--- config.mk ---
export PLATFORM = sky130hd
export DESIGN_NAME = rst_sequencer_flat
export DESIGN_NICKNAME = d
export VERILOG_FILES = /design/src/rtl/rst_sequencer_if.sv /design/src/rtl/rst_sequencer.sv /design/src/flat_wrapper.sv
export SDC_FILE = /design/constraint.sdc
export NUM_CORES = 1
export LEC_CHECK = 0
export ABC_AREA = 1
export CORE_MARGIN = 3
export CORE_UTILIZATION = 60
export DETAILED_ROUTE_END_ITERATION = 10
export DONT_BUFFER_PORTS = 1
export PLACE_DENSITY = 0.76
export SLEW_MARGIN = 20
export SYNTH_ARGS = -nofsm -noshare
export SYNTH_HDL_FRONTEND = slang
export SYNTH_SLANG_ARGS = --single-unit
export TNS_END_PERCENT = 10
--- constraint.sdc ---
create_clock -name fpga_sysclk -period 3.95 [get_ports fpga_sysclk]
set_clock_uncertainty 0.05 [all_clocks]
set_input_delay 0.79 -clock fpga_sysclk [delete_from_list [all_inputs] [get_ports fpga_sysclk]]
set_output_delay 0.79 -clock fpga_sysclk [all_outputs]
set_load 0.02 [all_outputs]
--- src/rtl/rst_sequencer_if.sv ---
// rst_sequencer_if: lock/request inputs and staged reset/status outputs of the reset sequencer.
interface rst_sequencer_if #(
    parameter int NUM_STAGES = 3
);
    logic                  locked;
    logic                  sw_rst_req;
    logic [NUM_STAGES-1:0] stage_rst;
    logic                  seq_done;
    logic [2:0]            seq_state;
    logic                  lock_timeout;
    modport master (
        output locked, sw_rst_req,
        input  stage_rst, seq_done, seq_state, lock_timeout
    );
    modport slave (
        input  locked, sw_rst_req,
        output stage_rst, seq_done, seq_state, lock_timeout
    );
endinterface

--- src/rtl/rst_sequencer.sv ---
// rst_sequencer: staged reset release after stable clock lock; optional lock watchdog via RST_SEQ_WATCHDOG_EN.
module rst_sequencer #(
    parameter int NUM_STAGES   = 3,
    parameter int POR_CYCLES   = 200,
    parameter int LOCK_STABLE  = 1024,
    parameter int STAGE_GAP    = 64,
    parameter int CNT_W        = 20,
    parameter int LOCK_TIMEOUT = 1000000
) (
    input logic          fpga_sysclk,
    input logic          reset,
    rst_sequencer_if.slave bus
);
    typedef enum logic [2:0] {
        HOLD      = 3'd0,
        WAIT_LOCK = 3'd1,
        STABLE    = 3'd2,
        RELEASE   = 3'd3,
        RUN       = 3'd4
    } state_t;

    localparam logic [CNT_W-1:0] POR_T = CNT_W'(POR_CYCLES - 1);
    localparam logic [CNT_W-1:0] LS_T  = CNT_W'(LOCK_STABLE);
    localparam logic [CNT_W-1:0] GAP_T = CNT_W'(STAGE_GAP - 1);

    if (NUM_STAGES < 1 || NUM_STAGES > 8 || STAGE_GAP < 1 || POR_CYCLES < 1 || LOCK_STABLE < 1 ||
        LOCK_TIMEOUT < 1 || longint'(LOCK_TIMEOUT) >= (longint'(1) << CNT_W))
        $error("rst_sequencer: illegal parameter set");

    state_t                state;
    logic [CNT_W-1:0]      cnt;
    logic [NUM_STAGES-1:0] stage_rst;
    logic [NUM_STAGES-1:0] shifted;
    logic                  seq_done;

    // One more stage released: zeros shift in from bit 0 upward.
    assign shifted = stage_rst << 1;

    always_ff @(posedge fpga_sysclk) begin
        if (reset) begin
            state     <= HOLD;
            cnt       <= '0;
            stage_rst <= '1;
            seq_done  <= 1'b0;
        end else begin
            case (state)
                HOLD: begin
                    state <= (cnt == POR_T) ? WAIT_LOCK : HOLD;
                    cnt   <= (cnt == POR_T) ? '0 : cnt + 1'b1;
                end
                WAIT_LOCK: begin
                    state <= bus.locked ? STABLE : WAIT_LOCK;
                    cnt   <= bus.locked ? CNT_W'(1) : '0;
                end
                STABLE, RELEASE: begin
                    if (!bus.locked) begin
                        // A bounce while counting stability only restarts the count.
                        state     <= (state == STABLE) ? WAIT_LOCK : HOLD;
                        cnt       <= '0;
                        stage_rst <= '1;
                        seq_done  <= 1'b0;
                    end else if (cnt == ((state == STABLE) ? LS_T : GAP_T)) begin
                        state     <= (shifted == '0) ? RUN : RELEASE;
                        cnt       <= '0;
                        stage_rst <= shifted;
                        seq_done  <= (shifted == '0);
                    end else begin
                        cnt <= cnt + 1'b1;
                    end
                end
                RUN: begin
                    if (!bus.locked || bus.sw_rst_req) begin
                        state     <= HOLD;
                        stage_rst <= '1;
                        seq_done  <= 1'b0;
                    end
                    cnt <= '0;
                end
                default: begin
                    state     <= HOLD;
                    cnt       <= '0;
                    stage_rst <= '1;
                    seq_done  <= 1'b0;
                end
            endcase
        end
    end

    assign bus.stage_rst = stage_rst;
    assign bus.seq_done  = seq_done;
    assign bus.seq_state = state;

`ifdef RST_SEQ_WATCHDOG_EN
    localparam logic [CNT_W-1:0] TO_T = CNT_W'(LOCK_TIMEOUT);
    logic [CNT_W-1:0] wd;
    logic             lock_to;
    // Runs across WAIT_LOCK/STABLE bounces so repeated lock glitches still time out.
    always_ff @(posedge fpga_sysclk) begin
        if (reset) begin
            wd      <= '0;
            lock_to <= 1'b0;
        end else begin
            wd      <= (state == WAIT_LOCK || state == STABLE) ? ((wd == TO_T) ? wd : wd + 1'b1) : '0;
            lock_to <= lock_to | (wd == TO_T);
        end
    end
    assign bus.lock_timeout = lock_to;
`else
    assign bus.lock_timeout = 1'b0;
`endif
endmodule

--- src/flat_wrapper.sv ---
// flat-port wrapper written by rule: the top's interface ports become plain ports
module rst_sequencer_flat 
#(
    parameter int NUM_STAGES   = 3,
    parameter int POR_CYCLES   = 200,
    parameter int LOCK_STABLE  = 1024,
    parameter int STAGE_GAP    = 64,
    parameter int CNT_W        = 20,
    parameter int LOCK_TIMEOUT = 1000000
)
  (fpga_sysclk, reset, bus_locked, bus_sw_rst_req, bus_stage_rst, bus_seq_done, bus_seq_state, bus_lock_timeout);
  rst_sequencer_if #(.NUM_STAGES(NUM_STAGES)) bus_i ();
  input logic fpga_sysclk;
  input logic reset;
  input wire logic [$bits(bus_i.locked)-1:0] bus_locked;
  input wire logic [$bits(bus_i.sw_rst_req)-1:0] bus_sw_rst_req;
  output wire logic [$bits(bus_i.stage_rst)-1:0] bus_stage_rst;
  output wire logic [$bits(bus_i.seq_done)-1:0] bus_seq_done;
  output wire logic [$bits(bus_i.seq_state)-1:0] bus_seq_state;
  output wire logic [$bits(bus_i.lock_timeout)-1:0] bus_lock_timeout;
  assign bus_i.locked = bus_locked;
  assign bus_i.sw_rst_req = bus_sw_rst_req;
  assign bus_stage_rst = bus_i.stage_rst;
  assign bus_seq_done = bus_i.seq_done;
  assign bus_seq_state = bus_i.seq_state;
  assign bus_lock_timeout = bus_i.lock_timeout;
  rst_sequencer #(.NUM_STAGES(NUM_STAGES), .POR_CYCLES(POR_CYCLES), .LOCK_STABLE(LOCK_STABLE), .STAGE_GAP(STAGE_GAP), .CNT_W(CNT_W), .LOCK_TIMEOUT(LOCK_TIMEOUT)) u_core (.fpga_sysclk(fpga_sysclk), .reset(reset), .bus(bus_i));
endmodule
==> results.py, run 1 <==
metrics = {
    "logic_synthesis": {
        "yosysWarnings": 0,
        "syn_area_per_cell_sq_um": 6.44,
        "netlist_instances": 247,
        "ys_ff_latch": 27,
        "syn-cell-area_sq_um": 1590,
        "yosysSeqAreaShare": 0.340,
        "synth_fp_nets": 252,
        "synth.distinct_cells": 27,
    },
    "pwr": {
        "vdd_drop_max_uv": 199,
        "p_per_area_nw_per_um2": 255,
        "finalPower_w": 0.000414,
        "p_leak_nw": 0.678,
    },
    "placement": {
        "dp_hpwl_microns": 2420,
        "port_buffers": 0,
        "placed_area_sq_um": 1600,
        "globalplace.congestion": 0.899,
    },
    "routing": {
        "wl_microns": 3120,
        "remaining_drc_errors": 0,
        "dr.pass1.iters": 4,
        "ant_nets": 0,
        "drt_iter0_drc": 109,
        "wl_per_cell_microns": 11.2,
        "viasPerCell": 5.22,
        "num_vias": 1450,
    },
    "global_routing": {
        "grt_overflow": 0,
        "grt_pass1_vias": 1308,
        "antenna_found_initial": 0,
        "grtUsageMet3": 0.0226,
        "grt_max_degree": 18,
        "grt_usage": 0.207,
        "grt_pass1_wl_microns": 5500,
        "grt_util_met2": 0.324,
        "grt-busiest-layer": "met2",
        "grt_util_met1": 0.300,
    },
    "sta": {
        "finalCritPeriodShare": 0.464,
        "rsz0062_at_grt": "no",
        "fmax_ghz": 0.545,
        "hold_violations": 0,
        "holdWs_ns": 0.457,
        "final-max-slew-violation-count": 0,
        "period_needed_ns": 1.83,
        "fin_setup_tns_ns": 0,
        "setup_viol": 0,
    },
    "clock_network": {
        "cts_hold_buf": 0,
        "clk_pin_slew_worst_paths_ns": 0.14,
        "clock-root-buffer": "clkbuf_4",
        "clk_latency_ns": 0.32,
        "ctsResizeCount": 0,
        "cts.path.max_buffers": 2,
        "post_cts_buffers": 0,
        "cts_tree": "built",
        "h-tree-depth": 1,
        "cts_made_buffers": 3,
        "cts_sinks": 27,
    },
    "setup_path": {
        "cp-startpoint": "u_core.bus.seq_state[0]",
        "path_cells": "inv_1, nand3_1, nor2_1, nand2_1, nand2_1, nand3_2, nand2_2, nand2_2, nand2_4, nor3_1",
        "worstPathMaxFanout": 17,
        "worstPathArrival_ns": 2.03,
        "r2r-start": "u_core.bus.seq_state[0]",
        "cp-end-kind": "register",
        "r2r_slack_ns": 2.12,
        "worstSetupPathType": "register to register",
        "cp_slowest_cell": "dfxtp_1",
        "cp.required_ns": 4.15,
        "worstRegToRegCells": 10,
        "critPathMaxStageDelay_ns": 0.58,
        "start_kind": "register",
        "r2r-end": "u_core.cnt[10]",
        "critPathCapture": "u_core.cnt[10]",
    },
    "floorplan": {
        "pin_count": 12,
        "dieArea_sq_um": 3300,
        "core_area_sq_um": 2500,
        "die_x_microns": 57.5,
        "die_height_microns": 57.5,
        "rows": 18,
        "start_util": 0.636,
    },
    "min_path": {
        "hold_class": "register to register",
    },
    "flow_run": {
        "drv_cap": 0,
    },
    "cells_and_area": {
        "area_delta_synth_final_pct": 2.12,
        "drive_above_1_share": 0.0887,
        "num-fill-cells": 250,
        "fin_area_sq_um": 1620,
        "nets": 254,
        "diodes": 0,
    },
    "outcome": {
        "status": "finished clean",
    },
}
critical path: cells and delay by family (launching register included):
family / cells / cell delay [ns]
buffers and inverters: 1 / 0.07
DFF: 1 / 0.58
and+or+nand+nor: 9 / 1.04
layout by cell type (no fill, tap or decap), drive strengths merged:
cell,n
a21oi,6
a31oi,1
clkbuf,4
conb,1
dfxtp,27
ha,1
inv,38
nand2,62
nand3,20
nand3b,1
nand4,9
nor2,49
nor3,16
nor4,2
o21ai,6
or2,1
xnor2,1
xor2,3
per-layer routing:
layer | part of all wire | wire (microns) | vias up
met3 | 0.036 | 112 | 4
li1 | - | - | 783
met1 | 0.52 | 1630 | 640
met5 | 0 | 0 | -
met4 | 0.0099 | 31 | 0
met2 | 0.43 | 1350 | 23
Yosys cell counts:
cell type,instances,area share
a21oi_1,6,0.019
a31oi_1,1,0.0039
buf_4,1,0.0047
buf_6,2,0.014
conb_1,1,0.0024
dfxtp_1,27,0.34
ha_1,1,0.0079
inv_1,37,0.087
inv_2,1,0.0024
nand2_1,54,0.13
nand2_2,7,0.028
nand2_4,1,0.0071
nand3_1,17,0.054
nand3_2,2,0.013
nand3_4,1,0.011
nand3b_1,1,0.0047
nand4_1,9,0.035
nor2_1,44,0.10
nor2_2,2,0.0079
nor2_4,3,0.021
nor3_1,15,0.047
nor3_2,1,0.0063
nor4_1,2,0.0079
o21ai_0,6,0.019
or2_2,1,0.0039
xnor2_1,1,0.0055
xor2_1,3,0.017
worst min path at each step:
| stage | cells past startpoint | slack, ns | start | to |
|---|---|---|---|---|
| after floorplan | 2 | 0.42 | u_core.cnt[17] | u_core.cnt[17] |
| after global placement | 2 | 0.43 | u_core.cnt[17] | u_core.cnt[17] |
| after detailed placement | 2 | 0.44 | u_core.cnt[17] | u_core.cnt[17] |
| after CTS | 2 | 0.46 | u_core.cnt[17] | u_core.cnt[17] |
| after global routing | 1 | 0.46 | reset | u_core.bus.seq_state[0] |
| final | 2 | 0.46 | u_core.cnt[17] | u_core.cnt[17] |
power breakdown:
part | leakage (nW) | internal [W] | switching (W)
Sequential | 0.218 | 0.000275 | 0.00000298
Clock | 0.0150 | 0.0000395 | 0.0000804
Combinational | 0.445 | 0.00000471 | 0.0000109
metrics by stage:
step | instances | setup slack, ns | util
2_1_floorplan | 247 | 2.41 | -
3_3_place_gp | 274 | 2.16 | 0.639
3_5_place_dp | 274 | 2.13 | 0.639
4_1_cts | 278 | 2.10 | 0.650
5_1_grt | 278 | 1.89 | 0.650
6_report | 278 | 2.12 | 0.650
cells by family (layout without fill, tap and decap cells):
| group | Yosys count | in the layout | synth area share |
|---|---|---|---|
| compound gates | 13 | 13 | 0.0417 |
| xor+xnor | 4 | 4 | 0.0220 |
| fa+ha+maj | 1 | 1 | 0.00787 |
| buf+inv | 41 | 42 | 0.109 |
| flops | 27 | 27 | 0.340 |
| other cells | 1 | 1 | 0.00236 |
| simple gates | 160 | 160 | 0.478 |
cell type report:
type                    instances  area, sq um  area share
clock buffers                   4         26.3      0.0162
inverters                      38          143      0.0878
multi-input cells             179          877       0.540
flip-flops and latches         27          541       0.333
well taps                      30         37.5      0.0231
sequential cells by signal (all words and copies together), names as in the netlist:
signal / count
u_core.bus.seq_done: 1
u_core.cnt: 20
u_core.bus.seq_state: 3
u_core.bus.stage_rst: 3
Power figures use the tool's default switching activity.
==> run 2, diff against run 1 <==
Settings changed: CORE_UTILIZATION 60 to 56, PLACE_DENSITY 0.76 to 0.74.
Clock period 3.95 ns to 1.5 ns, I/O delays scaled along.
==> results.py, run 2 (same netlist as run 1, synthesis figures left out) <==
metrics = {
    "outcome": {
        "status": "complete, but fails checks",
        "violations": "negative setup slack",
    },
    "global_routing": {
        "grt_max_degree": 18,
        "grt_pass1_wl_microns": 7040,
        "grt_overflow": 0,
        "grt_util_met1": 0.363,
        "grt_pass1_vias": 1588,
        "grt_util_met2": 0.423,
        "grt-busiest-layer": "met2",
        "grt_usage": 0.262,
        "antenna_found_initial": 0,
        "grtUsageMet3": 0.0305,
    },
    "cells_and_area": {
        "layout_common_cells": "nand2_1 (50), buf_4 (49), nor2_1 (38)",
        "largest_reg_flops": 20,
        "area_delta_synth_final_pct": 35.0,
        "drive_above_1_share": 0.339,
        "final_common_cell": "nand2_1",
        "nets": 307,
        "layoutNonFillerInstCount": 331,
        "fin_area_sq_um": 2150,
        "diodes": 0,
        "max_flop_register": "u_core.cnt",
    },
    "setup_path": {
        "worstSetupPathType": "register to register",
        "worstPathMaxFanout": 3,
        "path_cells": "buf_6, inv_2, buf_4, nor3_1, nand4_1, or2_2, a21oi_1",
        "cp_slowest_cell": "dfxtp_4",
        "worstPathArrival_ns": 1.82,
        "cp.required_ns": 1.72,
        "critPathMaxStageDelay_ns": 0.40,
        "start_kind": "register",
        "cp-end-kind": "register",
    },
    "sta": {
        "holdWs_ns": 0.110,
        "final-max-slew-violation-count": 0,
        "finalCritPeriodShare": 1.07,
        "fin_setup_tns_ns": -0.717,
        "fmax_ghz": 0.625,
        "setup_viol": 14,
        "postLayoutSetupSlackWorst_ns": -0.0997,
        "hold_violations": 0,
        "period_needed_ns": 1.60,
        "rsz0062_at_grt": "yes",
    },
    "pwr": {
        "intPower_w": 0.000865,
        "power.switching_w": 0.000280,
        "comb_power_share": 0.067,
        "pwr-share-clk": 0.291,
        "seqPwrFrac": 0.642,
        "netSwitchingFraction": 0.245,
        "p_leak_nw": 0.982,
        "vdd_drop_max_uv": 647,
        "p_per_area_nw_per_um2": 533,
    },
    "routing": {
        "viasPerCell": 5.27,
        "ant_nets": 0,
        "wl_per_cell_microns": 13.1,
        "remaining_drc_errors": 0,
        "dr.pass1.iters": 7,
        "num_vias": 1746,
        "wl_microns": 4320,
        "drt_iter0_drc": 148,
    },
    "placement": {
        "post-place-cells": 320,
        "globalplace.congestion": 0.898,
        "dp_hpwl_microns": 2950,
        "placed_area_sq_um": 1960,
        "dp_slack_ns": -0.0859,
        "port_buffers": 0,
    },
    "floorplan": {
        "pin_count": 12,
        "start_util": 0.614,
        "die_x_microns": 59.3,
        "rows": 18,
        "dieArea_sq_um": 3520,
        "core_area_sq_um": 2590,
        "die_height_microns": 59.3,
    },
    "min_path": {
        "hold_class": "input pin to register",
    },
    "clock_network": {
        "cts_made_buffers": 3,
        "clk_pin_slew_worst_paths_ns": 0.16,
        "h-tree-depth": 1,
        "cts_tree": "built",
        "cts.path.max_buffers": 2,
        "clock-root-buffer": "clkbuf_4",
        "clk_latency_ns": 0.34,
        "cts_sinks": 27,
    },
    "flow_run": {
        "drv_cap": 0,
    },
}
## run 2: cell count changes in the layout (fill, tap and decap cells not counted), moves of 3 or more
| cell | delta |
|---|---|
| buf_6 | +3 |
| nand2_1 | -4 |
| nand2_4 | +3 |
| nor2_1 | -6 |
| nor2_2 | +5 |
| dfxtp_2 | +5 |
| dfxtp_1 | -8 |
| dfxtp_4 | +3 |
| buf_4 | +49 |
| inv_1 | -5 |
| inv_2 | +5 |
## run 2: path summary, 6_finish.rpt
kind	start	to	slack, ns	depth (start not counted)
worst max-delay path	u_core.cnt[2]	u_core.cnt[17]	-0.1	7
worst max register to register	u_core.cnt[2]	u_core.cnt[17]	-0.1	7
worst min-delay path	reset	u_core.bus.stage_rst[0]	0.11	2
worst min register to register	u_core.cnt[14]	u_core.cnt[14]	0.53	2
## run 2: power groups by stage
stage	clock, W	combinational (W)	sequential (W)
2_1_floorplan	0	0.0000416	0.000751
3_3_place_gp	0	0.0000571	0.000750
3_5_place_dp	0	0.0000584	0.000751
4_1_cts	0.000327	0.0000648	0.000735
5_1_grt	0.000371	0.0000851	0.000736
6_report	0.000333	0.0000770	0.000735
## run 2: critical path, delay by kind of cell (launching register included)
| kind | cells | cell delay (ns) |
|---|---|---|
| AOI/OAI and AO/OA | 1 | 0.12 |
| and+or+nand+nor | 3 | 0.72 |
| DFF | 1 | 0.40 |
| buffers and inverters | 3 | 0.25 |
## run 2: cell type report
type / instances / area, sq um
sequential: 27 / 558
timing repair buffer: 53 / 412
clock buffer: 4 / 26.3
inverter: 38 / 143
tap: 30 / 37.5
multi-input combinational: 179 / 971
fill: 186 / 443
## run 2: repair_timing
item / CTS / global route
setup buffers: 2 / 4
hold buffers: 1 / 0
resized for setup: 19 / 18
setup endpoints to repair: 26 / 27
pin swaps: 13 / 17
hold endpoints to repair: 2 / 0
## run 2: through the flow
stage,total power [W],utilization
2_1_floorplan,0.000792,-
3_3_place_gp,0.000807,0.756
3_5_place_dp,0.000809,0.756
4_1_cts,0.00113,0.802
5_1_grt,0.00119,0.829
6_report,0.00114,0.829
## run 2: routing by layer
metal / vias to the layer above / wire [microns]
li1: 896 / -
met1: 773 / 2000
met2: 70 / 2040
met3: 7 / 221
met4: 0 / 65
met5: - / 0
